### src/rtl/serial_subtractor_pkg.sv
// Shared types and helpers for the digit-serial subtractor.
package serial_subtractor_pkg;

  typedef enum logic [1:0] {
    IDLE = 2'd0,
    RUN  = 2'd1,
    DONE = 2'd2
  } state_t;

  // One extra bit so the counter can never wrap before the last digit is seen.
  function automatic int cnt_width(input int ndig);
    return $clog2(ndig) + 1;
  endfunction

  function automatic logic signed_ovf(input logic a_msb, input logic b_msb, input logic d_msb);
    return (a_msb != b_msb) && (d_msb != a_msb);
  endfunction

endpackage

### src/rtl/serial_subtractor_sub_digit.sv
// Combinational DIGIT-bit full subtractor slice: {bout, d} = x - y - bin.
module serial_subtractor_sub_digit #(
  parameter int DIGIT = 1
) (
  input  logic [DIGIT-1:0] x,
  input  logic [DIGIT-1:0] y,
  input  logic             bin,
  output logic [DIGIT-1:0] d,
  output logic             bout
);

  logic [DIGIT:0] full_s;

  assign full_s = {1'b0, x} - {1'b0, y} - {{DIGIT{1'b0}}, bin};
  assign d      = full_s[DIGIT-1:0];
  assign bout   = full_s[DIGIT];

endmodule

### src/rtl/serial_subtractor.sv
// Digit-serial subtractor: diff = a - b, DIGIT bits per clock, LSB first,
// with valid/ready handshakes on both sides.
module serial_subtractor
  import serial_subtractor_pkg::*;
#(
  parameter int WIDTH = 8,
  parameter int DIGIT = 1
) (
  input  logic             clk,
  input  logic             rst_n,
  input  logic             in_valid,
  output logic             in_ready,
  input  logic [WIDTH-1:0] a,
  input  logic [WIDTH-1:0] b,
  output logic             out_valid,
  input  logic             out_ready,
  output logic [WIDTH:0]   diff,
  output logic             borrow,
  output logic             ovf
);

  localparam int NDIG = WIDTH / DIGIT;
  localparam int CW   = cnt_width(NDIG);
  localparam logic [CW-1:0] LAST = CW'(NDIG - 1);

  if ((DIGIT < 1) || (DIGIT > WIDTH) || ((WIDTH % DIGIT) != 0)) begin : g_bad_params
    $error("serial_subtractor: WIDTH must be a multiple of DIGIT and 1 <= DIGIT <= WIDTH");
  end

  state_t           state_r;
  logic [CW-1:0]    cnt_r;
  logic [WIDTH-1:0] a_sr_r, b_sr_r, res_r;
  logic             bin_r, a_msb_r, b_msb_r;
  logic [WIDTH:0]   diff_r;
  logic             borrow_r, ovf_r, in_ready_r, out_valid_r;

  logic [DIGIT-1:0] d_s;
  logic             bout_s;
  logic [WIDTH-1:0] a_shift_s, b_shift_s, res_next_s;

  serial_subtractor_sub_digit #(.DIGIT(DIGIT)) u_sub_digit (
    .x    (a_sr_r[DIGIT-1:0]),
    .y    (b_sr_r[DIGIT-1:0]),
    .bin  (bin_r),
    .d    (d_s),
    .bout (bout_s)
  );

  // Operands shift right by one digit; the new result digit enters at the top.
  for (genvar i = 0; i < WIDTH; i++) begin : g_shift
    if (i < WIDTH - DIGIT) begin : g_low
      assign a_shift_s[i]  = a_sr_r[i+DIGIT];
      assign b_shift_s[i]  = b_sr_r[i+DIGIT];
      assign res_next_s[i] = res_r[i+DIGIT];
    end else begin : g_top
      assign a_shift_s[i]  = 1'b0;
      assign b_shift_s[i]  = 1'b0;
      assign res_next_s[i] = d_s[i-(WIDTH-DIGIT)];
    end
  end

  always_ff @(posedge clk or negedge rst_n) begin
    if (!rst_n) begin
      state_r     <= IDLE;
      cnt_r       <= '0;
      a_sr_r      <= '0;
      b_sr_r      <= '0;
      res_r       <= '0;
      bin_r       <= 1'b0;
      a_msb_r     <= 1'b0;
      b_msb_r     <= 1'b0;
      diff_r      <= '0;
      borrow_r    <= 1'b0;
      ovf_r       <= 1'b0;
      in_ready_r  <= 1'b1;
      out_valid_r <= 1'b0;
    end else begin
      case (state_r)
        IDLE: begin
          if (in_valid) begin
            a_sr_r     <= a;
            b_sr_r     <= b;
            a_msb_r    <= a[WIDTH-1];
            b_msb_r    <= b[WIDTH-1];
            res_r      <= '0;
            bin_r      <= 1'b0;
            cnt_r      <= '0;
            in_ready_r <= 1'b0;
            state_r    <= RUN;
          end
        end
        RUN: begin
          a_sr_r <= a_shift_s;
          b_sr_r <= b_shift_s;
          res_r  <= res_next_s;
          bin_r  <= bout_s;
          cnt_r  <= cnt_r + CW'(1);
          if (cnt_r == LAST) begin
            diff_r      <= {bout_s, res_next_s};
            borrow_r    <= bout_s;
            ovf_r       <= signed_ovf(a_msb_r, b_msb_r, res_next_s[WIDTH-1]);
            out_valid_r <= 1'b1;
            state_r     <= DONE;
          end
        end
        DONE: begin
          // Result stays parked here until the consumer takes it.
          if (out_ready) begin
            out_valid_r <= 1'b0;
            in_ready_r  <= 1'b1;
            state_r     <= IDLE;
          end
        end
        default: begin
          out_valid_r <= 1'b0;
          in_ready_r  <= 1'b1;
          state_r     <= IDLE;
        end
      endcase
    end
  end

  assign in_ready  = in_ready_r;
  assign out_valid = out_valid_r;
  assign diff      = diff_r;
  assign borrow    = borrow_r;
  assign ovf       = ovf_r;

endmodule

### config.mk
export PLATFORM = sky130hd
export DESIGN_NAME = serial_subtractor
export DESIGN_NICKNAME = d
export VERILOG_FILES = /design/src/rtl/serial_subtractor_pkg.sv /design/src/rtl/serial_subtractor_sub_digit.sv /design/src/rtl/serial_subtractor.sv
export SDC_FILE = /design/constraint.sdc
export NUM_CORES = 1
export LEC_CHECK = 0
export BUFFER_PORTS_ARGS = -buffer_cell sky130_fd_sc_hd__buf_2
export CORE_ASPECT_RATIO = 0.6
export CORE_MARGIN = 10
export CORE_UTILIZATION = 30
export CTS_BUF_LIST = sky130_fd_sc_hd__clkbuf_4 sky130_fd_sc_hd__clkbuf_8
export DETAILED_ROUTE_END_ITERATION = 12
export SETUP_SLACK_MARGIN = 0.05
export SLEW_MARGIN = 20
export SYNTH_ARGS = -nofsm -noshare
export SYNTH_HDL_FRONTEND = slang
export SYNTH_SLANG_ARGS = --single-unit
### constraint.sdc
create_clock -name clk -period 3 [get_ports clk]
set_input_delay 0.45 -clock clk [delete_from_list [all_inputs] [get_ports clk]]
set_output_delay 0.45 -clock clk [all_outputs]
set_load 0.03 [all_outputs]
==> results of run 1 <==
## worst max-delay path, delay by kind of cell (launching register included)
kind          cells  cell delay [ns]
simple gates      2             0.95
flops             1             0.48
mux               1             0.41
## through the flow
step / util [%] / setup WS (ns) / hold slack [ns] / total power, µW
after floorplan: - / 1.57 / 0.154 / 1790
after global placement: 34.2 / 1.08 / 0.459 / 2020
after detailed placement: 34.2 / 1.03 / 0.464 / 2040
after CTS: 36.0 / 1.01 / 0.350 / 2500
after global routing: 36.1 / 0.889 / 0.179 / 2690
final: 36.1 / 1.04 / 0.139 / 2460
## power by group through the flow
stage          logic [µW]  clock network [µW]  registers, µW
6_report              975                 450           1040
5_1_grt              1110                 493           1080
4_1_cts               998                 468           1040
3_5_place_dp          994                   0           1050
3_3_place_gp          978                   0           1040
2_1_floorplan         649                   0           1150
## layer usage
metal / GRT usage (%) / up-vias / part of all wire, %
met1: 12.1 / 619 / 52
met2: 10.9 / 40 / 38
met3: 3.90 / 2 / 11
li1: - / 645 / -
met4: 1.76 / 0 / 0.23
met5: 0 / - / 0
## Yosys cell counts
cell type,instances
dfrtp_1,43
nand2_1,41
nor2_1,16
nand3_1,9
o22ai_1,9
mux2_4,7
a22oi_1,6
buf_2,4
buf_6,4
inv_1,4
o21ai_0,4
a21o_1,2
a21oi_1,2
mux2_2,2
mux2i_1,2
o22a_1,2
a22o_1,1
buf_4,1
clkbuf_1,1
clkbuf_2,1
dfstp_2,1
fa_1,1
ha_1,1
nand2b_1,1
nand2b_4,1
nand4_1,1
nor2b_1,1
nor3_4,1
nor3b_1,1
nor3b_2,1
o21ba_2,1
o21bai_1,1
or3b_4,1
## final cells by class
type / instances / area share, %
Sequential cell: 44 / 49.8
Inverter: 4 / 0.678
Clock buffer: 5 / 3.11
Clock inverter: 3 / 1.92
Multi-Input combinational cell: 115 / 32.1
Tap cell: 84 / 4.75
Timing Repair Buffer: 33 / 7.69
## cells by family (layout without fill, tap and decap cells)
logic type | after synthesis | after routing | share of synthesized area, %
buf+inv | 15 | 45 | 5.05
flops | 44 | 44 | 57.8
fa+ha+maj | 2 | 2 | 1.70
simple gates | 74 | 74 | 17.8
compound gates | 28 | 28 | 9.97
mux | 11 | 11 | 7.74
## state kept, by name, indices dropped and copies added (netlist names), 2 cells and up
register	cells
a_sr_r	8
b_sr_r	8
cnt_r	4
diff	9
res_r	7
state_r	2
## worst paths after layout
kind                                               to  slack, ns  depth (start not counted)
worst max-delay path              diff[0]$_DFFE_PN0P_       1.04                          3
worst min-delay path            b_sr_r[1]$_DFFE_PN0P_       0.14                          1
worst max register to register    diff[0]$_DFFE_PN0P_       1.04                          3
worst min register to register  a_sr_r[3]$_DFFE_PN0P_       0.48                          2
max in group asynchronous         a_msb_r$_DFFE_PN0P_       2.46                          1
min in group clk                a_sr_r[2]$_DFFE_PN0P_       0.37                          3
==> results.md, run 1 <==
- Largest cells by area after synthesis: dfrtp_1 56%, nand2_1 8.1%, mux2_4 5.5%
- Netlist Area Pre-Place: 1910 µm²
- Final layout net count: 225
- Worst path slowest cell: nor3_4
- Status: finished, final reports clean
- Setup_tns: 0 ns
- Placed Area: 2100 µm²
- Final Cycle Share: 65.3%
- Skew final: 0.00708 ns
- Slew Limit Fails: 0
- FF+latch area: 1100 µm²
- Clock Latency Late Sink: 0.29 ns
- CTS sink cnt: 44
- 1st-iter DRT viols: 82
- Syn Inst Count: 174
- Fin crit period: 1.96 ns
- Reg power frac: 42.1%
- IO buf count: 32
- GRT overflow: 0
- F_max: 510 MHz
- Crit-path max FO: 22
- Reg-to-Reg Start: state_r[1]$_DFFE_PN0P_
- CTS clock-pin slew for the worst setup and hold paths: 0.09 ns
- Post-CTS setup buffers: 0
- # IOs: 33
- Total CTS buffers: 5
- Vias in the first global route: 1301
- Routed vias: 1306
- Via/cell ratio: 4.53
- Pwr dens: 1110 nW/µm²
- Share of cells above drive strength 1: 27.5%
- Logic gate share of total power: 39.6%
- WS Path Type: register to register
- # setup viols final: 0
- Antenna-violating nets left: 0
- Router iterations before antenna repair: 4
- Design area: 2210 µm²
- Max clock buf depth: 2
- Detailed Place HPWL: 2830 µm
- Synth unique cells: 33
- Synth top area share: 56.4%
- Max Cap Violations: 0
- Area Growth Syn to Fin: 16.0%
- Number of inserted diodes: 0
- Mapped Nets: 196
- Setup crit start kind: register
- Hold Violations, Final: 0
- Synthesized area per cell: 11.0 µm²
- Synthesis-stage register bit count: 44
- Crit path capture type: register
- Most frequent cells in the layout: 43 x dfrtp_1, 41 x nand2_1, 31 x buf_2, 16 x nor2_1
- CTS tree: yes
- Initial antenna violation count: 0
- Worst EP required: 3.18 ns
- Initial core utilization: 31.1%
- Largest net degree at the start of global routing: 45
- Net switching power: 967 µW
- Sw frac: 39.3%
- Finished Layout Cells: 288
- Total Wirelength: 4000 µm
- Int Power: 1500 µW
- Avg WL per Cell: 13.9 µm
- Clock network power share: 18.3%
- Worst path cell trace: nand2b_4, nor3_4, mux2_2
- Yosys top cell by area: dfrtp_1
- Die height: 81.8 µm
- CP arrival: 2.14 ns
- First-pass GRT wire length: 6620 µm
- Num rows: 22
- CP peak stage delay: 0.65 ns
- Placed Cells: 280
- Most common cell after layout, fill and taps aside: dfrtp_1
- Total track usage: 8.38%
- Core ar.: 6140 µm²
- CP startpoint: state_r[1]$_DFFE_PN0P_
- PostCTS Resize Cnt: 0
- Worst slew pin tran: 0.798 ns
- Die W: 123 µm
- YS warnings: 0
- Rel. slew slack: 46.7%
- Multi-input logic area: 709 µm²
- Lkg Pwr: 0.00110 µW
- Peak VDD IR: 0.300 mV
- Post-synthesis sequential area ratio: 57.8%
- Hold WC Path Type: input pin to asynchronous set/reset pin
- Placer Congestion: 0.741
- Fillers: 642
- CTS root buf: clkbuf_8
- H-tree Lvls: 2
- Residual DRC: 0
- Hold Buf Count CTS: 0
- Die area: 10100 µm²
- RSZ-0062 raised after global routing: no
(Power assumes the default switching activity.)
==> run 2: changes to the inputs <==
Clock period 3 ns to 1.9 ns, I/O delays scaled along.
==> run 2 against run 1 <==
  * Via count rose by 2.1%
  * First-iteration DRC count decreased by 33%
  * Worst setup slack worse by 0.69 ns
  * Worst hold slack improved by 0.058 ns
  * Sequential share of layout area shrank 2.2 points
  * Critical path depth up 1
  * Total power increased by 71%
  * Clock power rose by 120%
  * Critical endpoint unchanged
==> results.md, run 2 (synthesis gave the netlist of run 1 again) <==
- Peak VDD IR: 0.565 mV
- Die height: 81.8 µm
- FF-to-FF path depth: 4
- Status: finished, final reports clean
- Hold Violations, Final: 0
- Total Wirelength: 4180 µm
- Sw frac: 36.8%
- Max Cap Violations: 0
- GRT overflow: 0
- Most frequent cells in the layout: 43 x dfrtp_1, 41 x nand2_1, 32 x buf_2, 16 x nor2_1
- Die W: 123 µm
- Final Cycle Share: 81.6%
- Total CTS buffers: 5
- Fin crit period: 1.55 ns
- PostCTS Resize Cnt: 0
- Int Power: 2660 µW
- Via/cell ratio: 4.52
- Skew final: 0.00535 ns
- Hold_sp: a[5]
- Setup_tns: 0 ns
- Worst slew pin tran: 0.328 ns
- Die area: 10100 µm²
- Detailed Place HPWL: 3040 µm
- Core ar.: 6140 µm²
- Net switching power: 1550 µW
- CP startpoint: state_r[1]$_DFFE_PN0P_
- CTS tree: yes
- Crit-path max FO: 12
- Clock network power share: 23.5%
- CTS clock-pin slew for the worst setup and hold paths: 0.08 ns
- Vias in the first global route: 1399
- Fillers: 616
- F_max: 645 MHz
- IO buf count: 32
- Largest net degree at the start of global routing: 22
- Final layout net count: 232
- Finished Layout Cells: 295
- Slew Limit Fails: 0
- Pwr dens: 1820 nW/µm²
- Avg WL per Cell: 14.2 µm
- CTS root buf: clkbuf_8
- Residual DRC: 0
- Max clock buf depth: 2
- Initial antenna violation count: 0
- Placer Congestion: 0.748
- CP arrival: 1.74 ns
- WS Path Type: register to register
- 1st-iter DRT viols: 55
- CTS sink cnt: 44
- # IOs: 33
- H-tree Lvls: 2
- First-pass GRT wire length: 7170 µm
- Reg power frac: 38.9%
- Placed Cells: 286
- Most common cell after layout, fill and taps aside: dfrtp_1
- # setup viols final: 0
- Share of cells above drive strength 1: 29.4%
- Lkg Pwr: 0.00115 µW
- CP endpoint: diff[0]$_DFFE_PN0P_
- Logic gate share of total power: 37.6%
- Setup crit start kind: register
- Crit path capture type: register
- Max reg flops: 9
- Hold WC Path Type: input pin to register
- Reg2reg end: diff[0]$_DFFE_PN0P_
- Clock Latency Late Sink: 0.30 ns
- Router iterations before antenna repair: 4
- Initial core utilization: 31.1%
- Total track usage: 9.00%
- Num rows: 22
- Number of inserted diodes: 0
- Reg-to-Reg Start: state_r[1]$_DFFE_PN0P_
- RSZ-0062 raised after global routing: no
- Worst EP required: 2.09 ns
- Rel. slew slack: 78.2%
- Slack of the worst reg-to-reg path: 0.35 ns
- Routed vias: 1333
- Area Growth Syn to Fin: 21.2%
- Antenna-violating nets left: 0
## run 2: cell types whose count changed in the layout (fill, tap and decap cells not counted)
| cell | change |
|---|---|
| buf_4 | +5 |
| buf_2 | +1 |
| dlygate4sd3_1 | +1 |
| bufinv_16 | +2 |
| clkinv_2 | -1 |
| clkinvlp_4 | -1 |
## run 2: worst max-delay path: stages, from the launching register on
cell      delay, ns
dfrtp_1        0.48
nand2b_4       0.19
nor3_4         0.15
buf_4          0.25
mux2_2         0.36
## run 2: how the worst min path moves through the flow
stage                                 end  slack, ns  cells after the start
finish              a_sr_r[5]$_DFFE_PN0P_       0.20                      3
floorplan             a_msb_r$_DFFE_PN0P_      -0.01                      0
global placement    b_sr_r[1]$_DFFE_PN0P_       0.21                      1
CTS                 a_sr_r[3]$_DFFE_PN0P_       0.19                      3
detailed placement  b_sr_r[1]$_DFFE_PN0P_       0.21                      1
global route        a_sr_r[5]$_DFFE_PN0P_       0.20                      3
## run 2: what timing repair did
item / in CTS / in global routing
endpoints found under the setup margin: 0 / 0
buffers inserted: 0 / 0
hold buffers: 1 / 0
hold endpoints to repair: 13 / 0
## run 2: metrics by stage
step	hold WS (ns)	cell area (µm²)	utilization (%)	total power, µW	worst slack [ns]
global route	0.200	2310	37.7	4550	0.240
CTS	0.189	2310	37.7	4280	0.338
detailed placement	0.208	2140	34.9	3270	0.365
finish	0.197	2310	37.7	4210	0.349
global placement	0.206	2140	34.9	3230	0.379
floorplan	-0.0106	1910	-	2830	0.468
## run 2: per-layer routing
metal	vias up	share of wire [%]	track usage [%]
met5	-	0	0
met2	28	38	12.1
met4	0	1.5	3.16
li1	661	-	-
met3	8	7.2	3.70
met1	636	53	12.6
## run 2: cell type report
class                      count  area, µm²  share of cell area, %
sequential                    44       1100                   47.6
multi-input combinational    115        709                   30.7
timing repair buffer          40        223                   9.63
tap                           84        105                   4.54
clock inverter                 3       90.1                   3.89
clock buffer                   5       68.8                   2.97
inverter                       4       15.0                  0.649
## run 2: power by group through the flow
stage / clock network [µW] / registers [µW] / logic, µW
after global placement: 0 / 1650 / 1590
after global routing: 1050 / 1710 / 1780
after detailed placement: 0 / 1660 / 1610
after CTS: 1020 / 1640 / 1620
after floorplan: 0 / 1810 / 1020
final: 989 / 1640 / 1590
==> run 3: changes to the inputs <==
Clock period 1.9 ns to 1.4 ns, I/O delays scaled along.
==> run 3 against run 2 <==
  * The run now ends with setup timing left
  * Combinational power up 62%
  * Total power rose by 34%
  * Sequential cell count unchanged
  * Critical endpoint is now diff[7]$_DFFE_PN0P_
==> results.md, run 3 (synthesis gave the netlist of run 1 again) <==
- Status: complete, but fails checks
- Violated checks: setup timing
- Rel. slew slack: 72.2%
- FF+latch area: 1100 µm²
- Skew final: 0.0115 ns
- Vias in the first global route: 1367
- Hold_sp: a[5]
- Peak VDD IR: 1.05 mV
- Area Growth Syn to Fin: 26.2%
- Max clock buf depth: 2
- Clock network power share: 14.6%
- Final Cycle Share: 102%
- Multi-input logic area: 756 µm²
- Reg2reg end: diff[7]$_DFFE_PN0P_
- Met2 usage: 11.1%
- Most Used Layer, Global Route: met1
- Total Wirelength: 4410 µm
- Most frequent cells in the layout: 41 x dfrtp_1, 39 x nand2_1, 32 x buf_2, 16 x nor2_1, 15 x buf_4
- Num rows: 22
- Clock Latency Late Sink: 0.31 ns
- Max Cap Violations: 0
- Placer Congestion: 0.726
- # IOs: 33
- Die height: 81.8 µm
- CP arrival: 1.63 ns
- CTS sink cnt: 44
- CTS tree: yes
- Worst slew pin tran: 0.417 ns
- Crit-path max FO: 3
- RSZ-0062 raised after global routing: yes
- Largest net degree at the start of global routing: 29
- Logic gate share of total power: 45.7%
- WS Path Type: register to register
- Pwr dens: 2340 nW/µm²
- H-tree Lvls: 2
- Final WS setup: -0.0255 ns
- Antenna-violating nets left: 0
- GRT overflow: 0
- Die area: 10100 µm²
- Reg-to-Reg Start: bin_r$_DFFE_PN0P_
- Worst EP required: 1.60 ns
- Setup_tns: -0.0412 ns
- FF-to-FF path depth: 4
- F_max: 702 MHz
- Hold WC Path Type: input pin to register
- Slew Limit Fails: 0
- CTS root buf: clkbuf_8
- Sw frac: 39.5%
- Reg power frac: 39.7%
- Met1 Track Usage GR: 13.6%
- Routed vias: 1368
- Initial antenna violation count: 0
- Finished Layout Cells: 308
- Setup crit start kind: register
- Total CTS buffers: 5
- Initial core utilization: 31.1%
- Hold Violations, Final: 0
- Max reg flops: 9
- Hold Worst Slack: 0.120 ns
- Lkg Pwr: 0.00119 µW
- Worst hold endpoint: a_sr_r[5]$_DFFE_PN0P_
- Int Power: 3400 µW
- Number of inserted diodes: 0
- Total track usage: 9.16%
- Detailed Place HPWL: 3040 µm
- 1st-iter DRT viols: 100
- Slack of the worst reg-to-reg path: -0.03 ns
- Via/cell ratio: 4.44
- Final Util: 39.2%
- Final layout net count: 245
- First-pass GRT wire length: 7070 µm
- Net switching power: 2220 µW
- Die W: 123 µm
- GRT met3 Usage: 3.90%
- CTS clock-pin slew for the worst setup and hold paths: 0.09 ns
- IO buf count: 32
- Crit path capture type: register
- Router iterations before antenna repair: 4
- # setup viols final: 2
- Placed Cells: 293
- Avg WL per Cell: 14.3 µm
- Most common cell after layout, fill and taps aside: dfrtp_1
- Core ar.: 6140 µm²
- Share of cells above drive strength 1: 37.1%
- Fin crit period: 1.43 ns
- Fillers: 604
- Hold Path Stages: 3
- Residual DRC: 0
[run 3: worst max path at each step]
stage,startpoint,endpoint,cells after the start
2_1_floorplan,cnt_r[0]$_DFFE_PN0P_,diff[2]$_DFFE_PN0P_,5
3_3_place_gp,bin_r$_DFFE_PN0P_,ovf$_DFFE_PN0P_,4
3_5_place_dp,b_sr_r[0]$_DFFE_PN0P_,ovf$_DFFE_PN0P_,5
4_1_cts,b_sr_r[0]$_DFFE_PN0P_,ovf$_DFFE_PN0P_,5
5_1_grt,cnt_r[0]$_DFFE_PN0P_,diff[1]$_DFFE_PN0P_,5
6_report,bin_r$_DFFE_PN0P_,diff[7]$_DFFE_PN0P_,4
[run 3: per-layer routing]
metal / vias to the layer above / part of all wire, %
met3: 8 / 7.2
met5: - / 0
met1: 641 / 56
met2: 30 / 36
met4: 0 / 1.3
li1: 689 / -
[run 3: power by group through the flow]
stage / Combinational [µW] / Sequential [µW] / Clock (µW)
detailed placement: 2330 / 2240 / 0
CTS: 2490 / 2230 / 858
global placement: 2300 / 2220 / 0
finish: 2570 / 2240 / 820
floorplan: 1400 / 2460 / 0
global route: 2810 / 2320 / 898
[run 3: cell type report]
| cell class | count | area share, % |
|---|---|---|
| multi-input combinational | 117 | 31.4 |
| inverter | 4 | 0.624 |
| tap | 84 | 4.37 |
| timing repair buffer | 51 | 13.9 |
| clock inverter | 3 | 0.988 |
| sequential | 44 | 45.9 |
| clock buffer | 5 | 2.86 |
[run 3: stage by stage]
stage | cell area, µm² | power [µW] | setup slack (ns)
floorplan | 1910 | 3860 | -0.0152
global placement | 2230 | 4530 | -0.0216
detailed placement | 2230 | 4570 | -0.0544
CTS | 2370 | 5570 | -0.0365
global route | 2410 | 6030 | -0.0810
finish | 2410 | 5630 | -0.0255
[run 3: what timing repair did]
action                                  in CTS  in global routing
resized for setup                            2                 10
buffers inserted                             4                  0
gates cloned                                 1                  1
hold buffers                                 1                  0
endpoints found under the setup margin      17                 34
pin swaps                                    3                  4
hold endpoints to repair                    15                  0
[run 3: worst max-delay path, cell delays in order, from the launching register on]
cell and delay, ns:
dfrtp_1 0.37, inv_2 0.04, fa_1 0.50, buf_4 0.16, mux2_4 0.25
